## config.mk

```make
export PLATFORM = sky130hd
export DESIGN_NAME = mu0_regfile_flat
export DESIGN_NICKNAME = d
export VERILOG_FILES = /design/src/rtl/mu0_regfile_pkg.sv /design/src/rtl/mu0_regfile_if.sv /design/src/rtl/mu0_regfile_dump_ctrl.sv /design/src/rtl/mu0_regfile.sv /design/src/flat_wrapper.sv
export SDC_FILE = /design/constraint.sdc
export NUM_CORES = 1
export LEC_CHECK = 0
export CELL_PAD_IN_SITES_DETAIL_PLACEMENT = 2
export CELL_PAD_IN_SITES_GLOBAL_PLACEMENT = 2
export CORE_MARGIN = 8
export CORE_UTILIZATION = 47
export DETAILED_ROUTE_END_ITERATION = 7
export DONT_BUFFER_PORTS = 1
export GPL_TIMING_DRIVEN = 0
export PLACE_DENSITY_LB_ADDON = 0.1
export SETUP_SLACK_MARGIN = 0.3
export SYNTH_ARGS = -nofsm -noshare
export SYNTH_HDL_FRONTEND = slang
export SYNTH_HIERARCHICAL = 1
export SYNTH_SLANG_ARGS = --single-unit
```

## constraint.sdc

```tcl
create_clock -name Clk -period 7 [get_ports Clk]
set_input_delay 1.4 -clock Clk [delete_from_list [all_inputs] [get_ports Clk]]
set_output_delay 1.4 -clock Clk [all_outputs]
set_load 0.005 [all_outputs]
```

## src/rtl/mu0_regfile_pkg.sv

```systemverilog
// -----------------------------------------------------------------------------
// mu0_regfile_pkg
// Shared types and defaults for the MU0 register file slice.
//   dump_state_t : dump engine states (IDLE, DUMP)
//   DEF_*        : default WIDTH / DEPTH / INC_STEP
//   addr_width() : address width for a given depth, never below 1 bit
// -----------------------------------------------------------------------------
package mu0_regfile_pkg;

  typedef enum logic {
    IDLE = 1'b0,
    DUMP = 1'b1
  } dump_state_t;

  localparam int DEF_WIDTH    = 16;
  localparam int DEF_DEPTH    = 8;
  localparam int DEF_INC_STEP = 1;

  function automatic int addr_width(input int depth);
    return (depth > 1) ? $clog2(depth) : 1;
  endfunction

endpackage

```

## src/rtl/mu0_regfile_if.sv

```systemverilog
// -----------------------------------------------------------------------------
// mu0_regfile_if
// Bus between the MU0 control unit (master) and the register file (slave).
//   Write     : WrEn, WrAddr, WrData
//   Increment : IncEn, IncAddr
//   Read A/B  : RdAddrA/RdDataA, RdAddrB/RdDataB (data registered, 1 cycle)
//   Dump      : DumpReq, DumpReady in; DumpBusy, DumpValid, DumpAddr,
//               DumpData out
// Parameters: WIDTH (data bits), AW (address bits, see addr_width()).
// -----------------------------------------------------------------------------
interface mu0_regfile_if
  import mu0_regfile_pkg::*;
#(
  parameter int WIDTH = DEF_WIDTH,
  parameter int AW    = addr_width(DEF_DEPTH)
);

  logic             WrEn;
  logic [AW-1:0]    WrAddr;
  logic [WIDTH-1:0] WrData;
  logic             IncEn;
  logic [AW-1:0]    IncAddr;
  logic [AW-1:0]    RdAddrA;
  logic [WIDTH-1:0] RdDataA;
  logic [AW-1:0]    RdAddrB;
  logic [WIDTH-1:0] RdDataB;
  logic             DumpReq;
  logic             DumpBusy;
  logic             DumpValid;
  logic             DumpReady;
  logic [AW-1:0]    DumpAddr;
  logic [WIDTH-1:0] DumpData;

  modport master (
    output WrEn, WrAddr, WrData, IncEn, IncAddr, RdAddrA, RdAddrB,
           DumpReq, DumpReady,
    input  RdDataA, RdDataB, DumpBusy, DumpValid, DumpAddr, DumpData
  );

  modport slave (
    input  WrEn, WrAddr, WrData, IncEn, IncAddr, RdAddrA, RdAddrB,
           DumpReq, DumpReady,
    output RdDataA, RdDataB, DumpBusy, DumpValid, DumpAddr, DumpData
  );

endinterface

```

## src/rtl/mu0_regfile_dump_ctrl.sv

```systemverilog
// -----------------------------------------------------------------------------
// mu0_regfile_dump_ctrl
// Dump engine: walks registers 0..DEPTH-1 out over a valid/ready handshake.
// Each beat's data is captured when the beat is loaded, so it stays stable
// under backpressure even if that register is rewritten.
// Ports:
//   clk, rst        : clock, synchronous active-high reset
//   req             : start pulse (ignored while busy)
//   ready           : consumer accepts the current beat
//   busy, valid     : dump in progress / beat valid (registered)
//   addr, data      : current beat index and snapshot data (registered)
//   rd_idx, rd_data : lookup into the register array for the next beat
// -----------------------------------------------------------------------------
module mu0_regfile_dump_ctrl
  import mu0_regfile_pkg::*;
#(
  parameter int WIDTH = DEF_WIDTH,
  parameter int DEPTH = DEF_DEPTH,
  parameter int AW    = addr_width(DEPTH)
) (
  input  logic             clk,
  input  logic             rst,
  input  logic             req,
  input  logic             ready,
  output logic             busy,
  output logic             valid,
  output logic [AW-1:0]    addr,
  output logic [WIDTH-1:0] data,
  output logic [AW-1:0]    rd_idx,
  input  logic [WIDTH-1:0] rd_data
);

  localparam logic [AW-1:0] LAST = AW'(DEPTH - 1);

  dump_state_t state;

  // Index of the beat that would be loaded at the next edge: register 0 when
  // starting, otherwise the one after the current beat.
  assign rd_idx = (state == DUMP) ? addr + AW'(1) : '0;

  always_ff @(posedge clk) begin
    if (rst) begin
      state <= IDLE;
      busy  <= 1'b0;
      valid <= 1'b0;
      addr  <= '0;
      data  <= '0;
    end else begin
      case (state)
        IDLE: begin
          if (req) begin
            state <= DUMP;
            busy  <= 1'b1;
            valid <= 1'b1;
            addr  <= '0;
            data  <= rd_data;
          end
        end
        DUMP: begin
          // valid is always high in DUMP, so ready alone marks acceptance.
          if (ready) begin
            if (addr == LAST) begin
              state <= IDLE;
              busy  <= 1'b0;
              valid <= 1'b0;
            end else begin
              addr <= addr + AW'(1);
              data <= rd_data;
            end
          end
        end
        default: state <= IDLE;
      endcase
    end
  end

endmodule

```

## src/rtl/mu0_regfile.sv

```systemverilog
// -----------------------------------------------------------------------------
// mu0_regfile
// DEPTH x WIDTH register file replacing the discrete MU0 ACC/PC/IR registers.
// One write port, one in-place increment port (+INC_STEP, wraps), two
// registered read ports and a debug dump engine.
// Ports:
//   Clk   : clock, rising edge
//   Reset : synchronous active-high reset
//   bus   : mu0_regfile_if.slave (write/increment/read/dump signals)
// Out-of-range addresses are ignored for write/increment and read as 0.
// Write beats increment when both target the same register.
// Build option: define MU0_REGFILE_BYPASS_EN to forward a same-cycle write
// (or increment) to a matching read port; otherwise reads return the value
// held before the edge.
// -----------------------------------------------------------------------------
module mu0_regfile
  import mu0_regfile_pkg::*;
#(
  parameter int WIDTH    = DEF_WIDTH,
  parameter int DEPTH    = DEF_DEPTH,
  parameter int INC_STEP = DEF_INC_STEP
) (
  input  logic         Clk,
  input  logic         Reset,
  mu0_regfile_if.slave bus
);

  localparam int AW = addr_width(DEPTH);

  logic [WIDTH-1:0] regs [DEPTH];
  logic [WIDTH-1:0] inc_val;
  logic [WIDTH-1:0] rd_a_val;
  logic [WIDTH-1:0] rd_b_val;
  logic [WIDTH-1:0] dump_rd_data;
  logic [AW-1:0]    dump_rd_idx;
  logic             wr_hit;
  logic             inc_hit;

  // Address decode. Looping over real entries means an out-of-range address
  // matches nothing: hits stay low and lookups return zero.
  always_comb begin
    // NOTE: every always_comb output gets a default first so no path leaves it
    // unassigned and a latch is never inferred.
    inc_val      = '0;
    rd_a_val     = '0;
    rd_b_val     = '0;
    dump_rd_data = '0;
    wr_hit       = 1'b0;
    inc_hit      = 1'b0;
    for (int i = 0; i < DEPTH; i++) begin
      if (bus.WrAddr == AW'(i))  wr_hit       = bus.WrEn;
      if (bus.IncAddr == AW'(i)) begin
        inc_hit = bus.IncEn;
        inc_val = regs[i];
      end
      if (bus.RdAddrA == AW'(i)) rd_a_val     = regs[i];
      if (bus.RdAddrB == AW'(i)) rd_b_val     = regs[i];
      if (dump_rd_idx == AW'(i)) dump_rd_data = regs[i];
    end
    inc_val = inc_val + WIDTH'(INC_STEP);
`ifdef MU0_REGFILE_BYPASS_EN
    // Increment first, write last, so a write to the same register wins.
    if (inc_hit && bus.IncAddr == bus.RdAddrA) rd_a_val = inc_val;
    if (inc_hit && bus.IncAddr == bus.RdAddrB) rd_b_val = inc_val;
    if (wr_hit && bus.WrAddr == bus.RdAddrA)   rd_a_val = bus.WrData;
    if (wr_hit && bus.WrAddr == bus.RdAddrB)   rd_b_val = bus.WrData;
`endif
  end

  always_ff @(posedge Clk) begin
    if (Reset) begin
      // NOTE: the array is built from flops, not a RAM macro, and must clear
      // to zero, so every entry is reset explicitly.
      for (int i = 0; i < DEPTH; i++) regs[i] <= '0;
      bus.RdDataA <= '0;
      bus.RdDataB <= '0;
    end else begin
      for (int i = 0; i < DEPTH; i++) begin
        // NOTE: with non-blocking assignments the last one in program order
        // takes effect, which is how the write overrides the increment.
        if (inc_hit && bus.IncAddr == AW'(i)) regs[i] <= inc_val;
        if (wr_hit && bus.WrAddr == AW'(i))   regs[i] <= bus.WrData;
      end
      bus.RdDataA <= rd_a_val;
      bus.RdDataB <= rd_b_val;
    end
  end

  mu0_regfile_dump_ctrl #(
    .WIDTH (WIDTH),
    .DEPTH (DEPTH),
    .AW    (AW)
  ) u_dump_ctrl (
    .clk     (Clk),
    .rst     (Reset),
    .req     (bus.DumpReq),
    .ready   (bus.DumpReady),
    .busy    (bus.DumpBusy),
    .valid   (bus.DumpValid),
    .addr    (bus.DumpAddr),
    .data    (bus.DumpData),
    .rd_idx  (dump_rd_idx),
    .rd_data (dump_rd_data)
  );

endmodule

```

## src/flat_wrapper.sv

```systemverilog
// flat-port wrapper written by rule: the top's interface ports become plain ports
module mu0_regfile_flat import mu0_regfile_pkg::*;
#(
  parameter int WIDTH    = DEF_WIDTH,
  parameter int DEPTH    = DEF_DEPTH,
  parameter int INC_STEP = DEF_INC_STEP
)
  (Clk, Reset, bus_WrEn, bus_WrAddr, bus_WrData, bus_IncEn, bus_IncAddr, bus_RdAddrA, bus_RdAddrB, bus_DumpReq, bus_DumpReady, bus_RdDataA, bus_RdDataB, bus_DumpBusy, bus_DumpValid, bus_DumpAddr, bus_DumpData);
  mu0_regfile_if #(.WIDTH(WIDTH), .AW(3)) bus_i ();
  input  logic Clk;
  input  logic Reset;
  input wire logic [$bits(bus_i.WrEn)-1:0] bus_WrEn;
  input wire logic [$bits(bus_i.WrAddr)-1:0] bus_WrAddr;
  input wire logic [$bits(bus_i.WrData)-1:0] bus_WrData;
  input wire logic [$bits(bus_i.IncEn)-1:0] bus_IncEn;
  input wire logic [$bits(bus_i.IncAddr)-1:0] bus_IncAddr;
  input wire logic [$bits(bus_i.RdAddrA)-1:0] bus_RdAddrA;
  input wire logic [$bits(bus_i.RdAddrB)-1:0] bus_RdAddrB;
  input wire logic [$bits(bus_i.DumpReq)-1:0] bus_DumpReq;
  input wire logic [$bits(bus_i.DumpReady)-1:0] bus_DumpReady;
  output wire logic [$bits(bus_i.RdDataA)-1:0] bus_RdDataA;
  output wire logic [$bits(bus_i.RdDataB)-1:0] bus_RdDataB;
  output wire logic [$bits(bus_i.DumpBusy)-1:0] bus_DumpBusy;
  output wire logic [$bits(bus_i.DumpValid)-1:0] bus_DumpValid;
  output wire logic [$bits(bus_i.DumpAddr)-1:0] bus_DumpAddr;
  output wire logic [$bits(bus_i.DumpData)-1:0] bus_DumpData;
  assign bus_i.WrEn = bus_WrEn;
  assign bus_i.WrAddr = bus_WrAddr;
  assign bus_i.WrData = bus_WrData;
  assign bus_i.IncEn = bus_IncEn;
  assign bus_i.IncAddr = bus_IncAddr;
  assign bus_i.RdAddrA = bus_RdAddrA;
  assign bus_i.RdAddrB = bus_RdAddrB;
  assign bus_i.DumpReq = bus_DumpReq;
  assign bus_i.DumpReady = bus_DumpReady;
  assign bus_RdDataA = bus_i.RdDataA;
  assign bus_RdDataB = bus_i.RdDataB;
  assign bus_DumpBusy = bus_i.DumpBusy;
  assign bus_DumpValid = bus_i.DumpValid;
  assign bus_DumpAddr = bus_i.DumpAddr;
  assign bus_DumpData = bus_i.DumpData;
  mu0_regfile #(.WIDTH(WIDTH), .DEPTH(DEPTH), .INC_STEP(INC_STEP)) u_core (.Clk(Clk), .Reset(Reset), .bus(bus_i));
endmodule
```

Yosys cells after proc, flatten, opt, wreduce, memory -nomap -nowiden:

Memories as Yosys holds them, arrays and structs flattened.
Index checks and enable logic that the tools add are counted.
W data, S select, Z words.

* register bits: 53
* bits in writable memories: 128
* input port bits: 34
* output and inout port bits: 53
* word-level logic and storage cells: 220
* memories kept: 1

* $add $sub $neg: 2
* equal/unequal tests: 40
* multiplexer cells: 131
* bitwise operators: 17
* reduce and logical (&&, ||, !) cells: 23

Memory list
* u_core.regs: depth 8, width 16, rd ports 8, clocked after memory_dff 0, write ports 8, line mu0_regfile.sv:30 `logic [WIDTH-1:0] regs [DEPTH];`

Operator list (count)
* $mux W16: 51
* $mux W1: 72
* $eq A3 B3 Y1 const B: 21
* $pmux W16 S2: 1
* $eq A3 B2 Y1 const B: 10
* $add A16 B1 Y16 const B: 1
* $logic_and A1 B1 Y1: 16
* $or A1 B1 Y1: 16
* $eq A3 B1 Y1 const B: 5
* $logic_not A3 Y1: 5
* $mux W3: 4
* $ne A2 B2 Y1 const B: 3
* $pmux W3 S2: 1
* $reduce_and A3 Y1: 2
* $pmux W1 S2: 2
* $add A3 B1 Y3 const B: 1
* $ne A2 B1 Y1 const B: 1
* $not A1 Y1: 1

Depth between registers and ports, before layout:

* depth in word-level cells: 15
* depth in mapped cells: 13
* gate-level depth less buffers: 11

Hierarchy:

The synthesis kept the hierarchy.

Modules (own cells, without submodules)
* mu0_regfile: times used 1, cells an instance 1038, area an instance 11208.2 sq um, seq. area each 4484.3 sq um
* mu0_regfile_dump_ctrl: times used 1, cells an instance 92, area an instance 977.2 sq um, seq. area each 420.4 sq um

Least setup slack after synthesis:

No wires, ideal clock.

* kind: input-to-reg
* from: in bus_IncAddr[1]
* to: mem u_core/regs[1][46] in the netlist's numbering, data pin
* arrival: 3.564 ns
* data required time: 6.744 ns
* slack: 3.180 ns
* stages: 12
* buffers on the path: 4
* path through: buf_6 buf_12 buf_6 nor3b_1 o21ai_0 nand4_1 clkbuf_1 ha_1 nand4b_4 nor4_4 xnor2_2 a22o_1

RTL lines
* from (decl): line flat_wrapper.sv:16 `input wire logic [$bits(bus_i.IncAddr)-1:0] bus_IncAddr;`
* to (decl): line mu0_regfile.sv:30

==> flow_metrics.py <==
metrics = {
    "cells_and_area": {
        "final_util_pct": 51.6,
        "drive_gt1_share_pct": 15.9,
        "layout.cells.non_filler": 1499,
        "fin_area_sq_um": 13300,
        "fin_nets": 1188,
        "area_growth_pct": 9.04,
        "antennaDiodeCount": 0,
    },
    "worst_hold_path": {
        "hold_path_depth": 2,
        "min_path_type": "reg -> reg",
    },
    "sta": {
        "timing.final.max_slew_violations": 0,
        "rsz0062_at_grt": "no",
        "setup_ws_ns": 2.08,
        "hold_slack_ns": 0.507,
        "finalHoldViolations": 0,
        "period_needed_ns": 4.92,
        "worst_pin_slew_ns": 1.43,
        "skew_ns": 0.0220,
        "final.setup.tns_ns": 0,
        "setup_viol": 0,
        "finalCritPeriodShare_pct": 70.2,
        "fmax_mhz": 203,
        "maxSlewHeadroom_pct": 3.94,
    },
    "critical_path": {
        "crit_path_end_kind": "flop",
        "reg2reg_slack_ns": 3.16,
        "r2r_cells": 10,
        "critical_path_class": "in -> reg",
        "startpoint_type": "input pin",
        "crit_required_ns": 7.07,
        "arrival_ns": 4.98,
        "cp_max_fo": 16,
    },
    "placement": {
        "place.gp.congestion": 0.974,
        "portBuffers": 0,
        "hpwl_um": 43400,
        "postPlaceCellArea_sq_um": 12700,
        "dp_cells": 1467,
        "place_ws_ns": 1.93,
    },
    "global_route": {
        "grt_max_degree": 20,
        "grt_pass1_wl_um": 86300,
        "grt_overflow": 0,
        "grt_pass1_vias": 12268,
        "antenna_found_initial": 1,
        "grt_usage_pct": 38.2,
    },
    "detailed_routing": {
        "routed_wl_um": 60000,
        "wl_per_cell_um": 40.0,
        "drc": 0,
        "vias": 11550,
        "drt-pass1-iter-count": 6,
        "routed_via_density": 7.71,
        "drtIter0Drc": 1468,
        "postRouteAntennaNets": 0,
    },
    "power": {
        "combPwrFrac_pct": 19.3,
        "p_sw_mw": 1.03,
        "sw_frac_of_total_pct": 34.5,
        "power_density_nw_per_um2": 225,
        "vdd_drop_max_mv": 0.181,
        "internal_power_mw": 1.96,
        "total_power_mw": 2.99,
        "pwr-share-clk_pct": 35.2,
        "p_leak_nw": 4.69,
        "p_seq_share_pct": 45.5,
    },
    "synthesis": {
        "yosysSeqAreaShare_pct": 40.3,
        "synth_nets": 1167,
        "synth_edf_count": 128,
        "yosysWarnings": 6,
        "synthCells": 1130,
        "synth-seq-cells": 181,
        "synth_area_per_cell_sq_um": 10.8,
        "synthesis.area_sq_um": 12200,
        "synth-main-ff-cell": "edfxtp_1",
        "async_reset_ff_share_pct": 0,
        "synth.distinct_cells": 81,
    },
    "floorplan": {
        "dieArea_sq_um": 31300,
        "die_h_um": 177,
        "die_width_um": 177,
        "start_util_pct": 47.3,
        "coreArea_sq_um": 25800,
        "row_count": 59,
        "top_level_ports": 87,
    },
    "clock_network": {
        "clock-root-buffer": "clkbuf_16",
        "cts_hold_buf": 0,
        "ctsResizeCount": 0,
        "clkTransAtPathRegs_ns": 0.07,
        "cts_setup_buffers": 0,
        "htree_levels": 4,
        "clk_latency_ns": 0.47,
        "cts_sinks": 181,
        "numCtsBuffers": 17,
        "tritoncts": "yes",
        "clockBufferDepth": 2,
    },
    "job": {
        "maxCapViolCount": 0,
    },
    "status": {
        "status": "finished clean",
    },
}
-- area by class of cell --
cell class	count	area [sq um]
inverters	8	30.0
clock buffers	17	425
repair buffers	2	30.0
flip-flops and latches	181	4900
well taps	335	419
plain buffers	116	563
fillers	2629	12500
multi-input cells	825	6740
clock inverters	15	178
-- worst max-delay path, stage by stage --
cell,delay (ns)
clkbuf_1,0.47
clkbuf_1,0.56
clkbuf_1,0.76
clkbuf_1,0.65
a311o_1,1.10
-- state kept, by name (all words and copies together) (netlist names) --
register                  flops
u_core/regs                 128
u_core/bus.RdDataA           16
u_core/bus.RdDataB           16
u_core/u_dump_ctrl/data      16
u_core/u_dump_ctrl/addr       3
u_core/u_dump_ctrl/state      1
u_core/u_dump_ctrl/valid      1
-- Yosys cell counts, types with 7 or more instances --
cell type  count  area share, %
edfxtp_1     128             32
a22o_1       108            7.8
o21ai_0      104            4.3
nand2_1      101            3.1
a21oi_1       76            3.1
mux2i_1       68            5.6
clkbuf_1      63            1.9
dfxtp_1       53            8.7
mux4_2        53            9.8
nor2_1        38            1.2
nand2b_1      36            1.8
a221o_1       35            2.9
buf_1         27           0.83
mux2_2        20            1.8
nor3_1        14           0.58
nand4_1       13           0.67
o211ai_1      13           0.80
a22oi_1       12           0.74
o221ai_1      10           0.72
buf_2          9           0.37
buf_6          8           0.74
nor2b_1        8           0.41
nand3_1        7           0.29
-- power groups by stage --
| stage | Clock (mW) | Combinational, mW | Sequential, mW |
|---|---|---|---|
| finish | 1.05 | 0.576 | 1.36 |
| global route | 1.09 | 0.596 | 1.36 |
| CTS | 1.06 | 0.556 | 1.35 |
| detailed placement | 0 | 0.542 | 1.37 |
| global placement | 0 | 0.512 | 1.36 |
| floorplan | 0 | 0.380 | 1.30 |
-- routing by layer --
metal	part of all wire (%)	wire (um)	vias to the layer above	global-route usage (%)
met5	0.038	23	-	0
met4	6.5	3910	2	24.1
met3	13	7620	293	9.77
met2	46	27500	991	60.1
met1	35	20900	5760	46.2
li1	-	-	4504	-
-- cells by family after synthesis --
family / share of synthesized area (%)
AO/OA/AOI/OAI: 23.1
XOR/XNOR: 1.24
adder cells (fa/ha/maj): 0.308
buffers and inverters: 4.87
flip-flops: 40.3
multiplexers: 18.2
AND/OR/NAND/NOR: 12.1
-- worst paths after layout --
path / startpoint / to
worst max-delay path: Reset / u_core/regs[1][9]
worst min-delay path: u_core/u_dump_ctrl/data[5] / u_core/u_dump_ctrl/data[5]
worst max register to register: u_core/u_dump_ctrl/addr[0] / u_core/u_dump_ctrl/data[14]
worst min register to register: u_core/u_dump_ctrl/data[5] / u_core/u_dump_ctrl/data[5]
-- layout by cell type, fill, tap and decap left out, drive strengths merged, types with 8 or more instances in the layout --
cell type / n
edfxtp: 128
a22o: 108
o21ai: 106
nand2: 101
clkbuf: 81
a21oi: 76
mux2i: 71
buf: 54
mux4: 53
dfxtp: 53
nor2: 42
nand2b: 36
a221o: 35
mux2: 25
nor3: 18
nand4: 13
o211ai: 13
a22oi: 13
inv: 13
o221ai: 11
nor2b: 10
xnor2: 10
nand3: 8
Power figures use the tool's default switching activity.
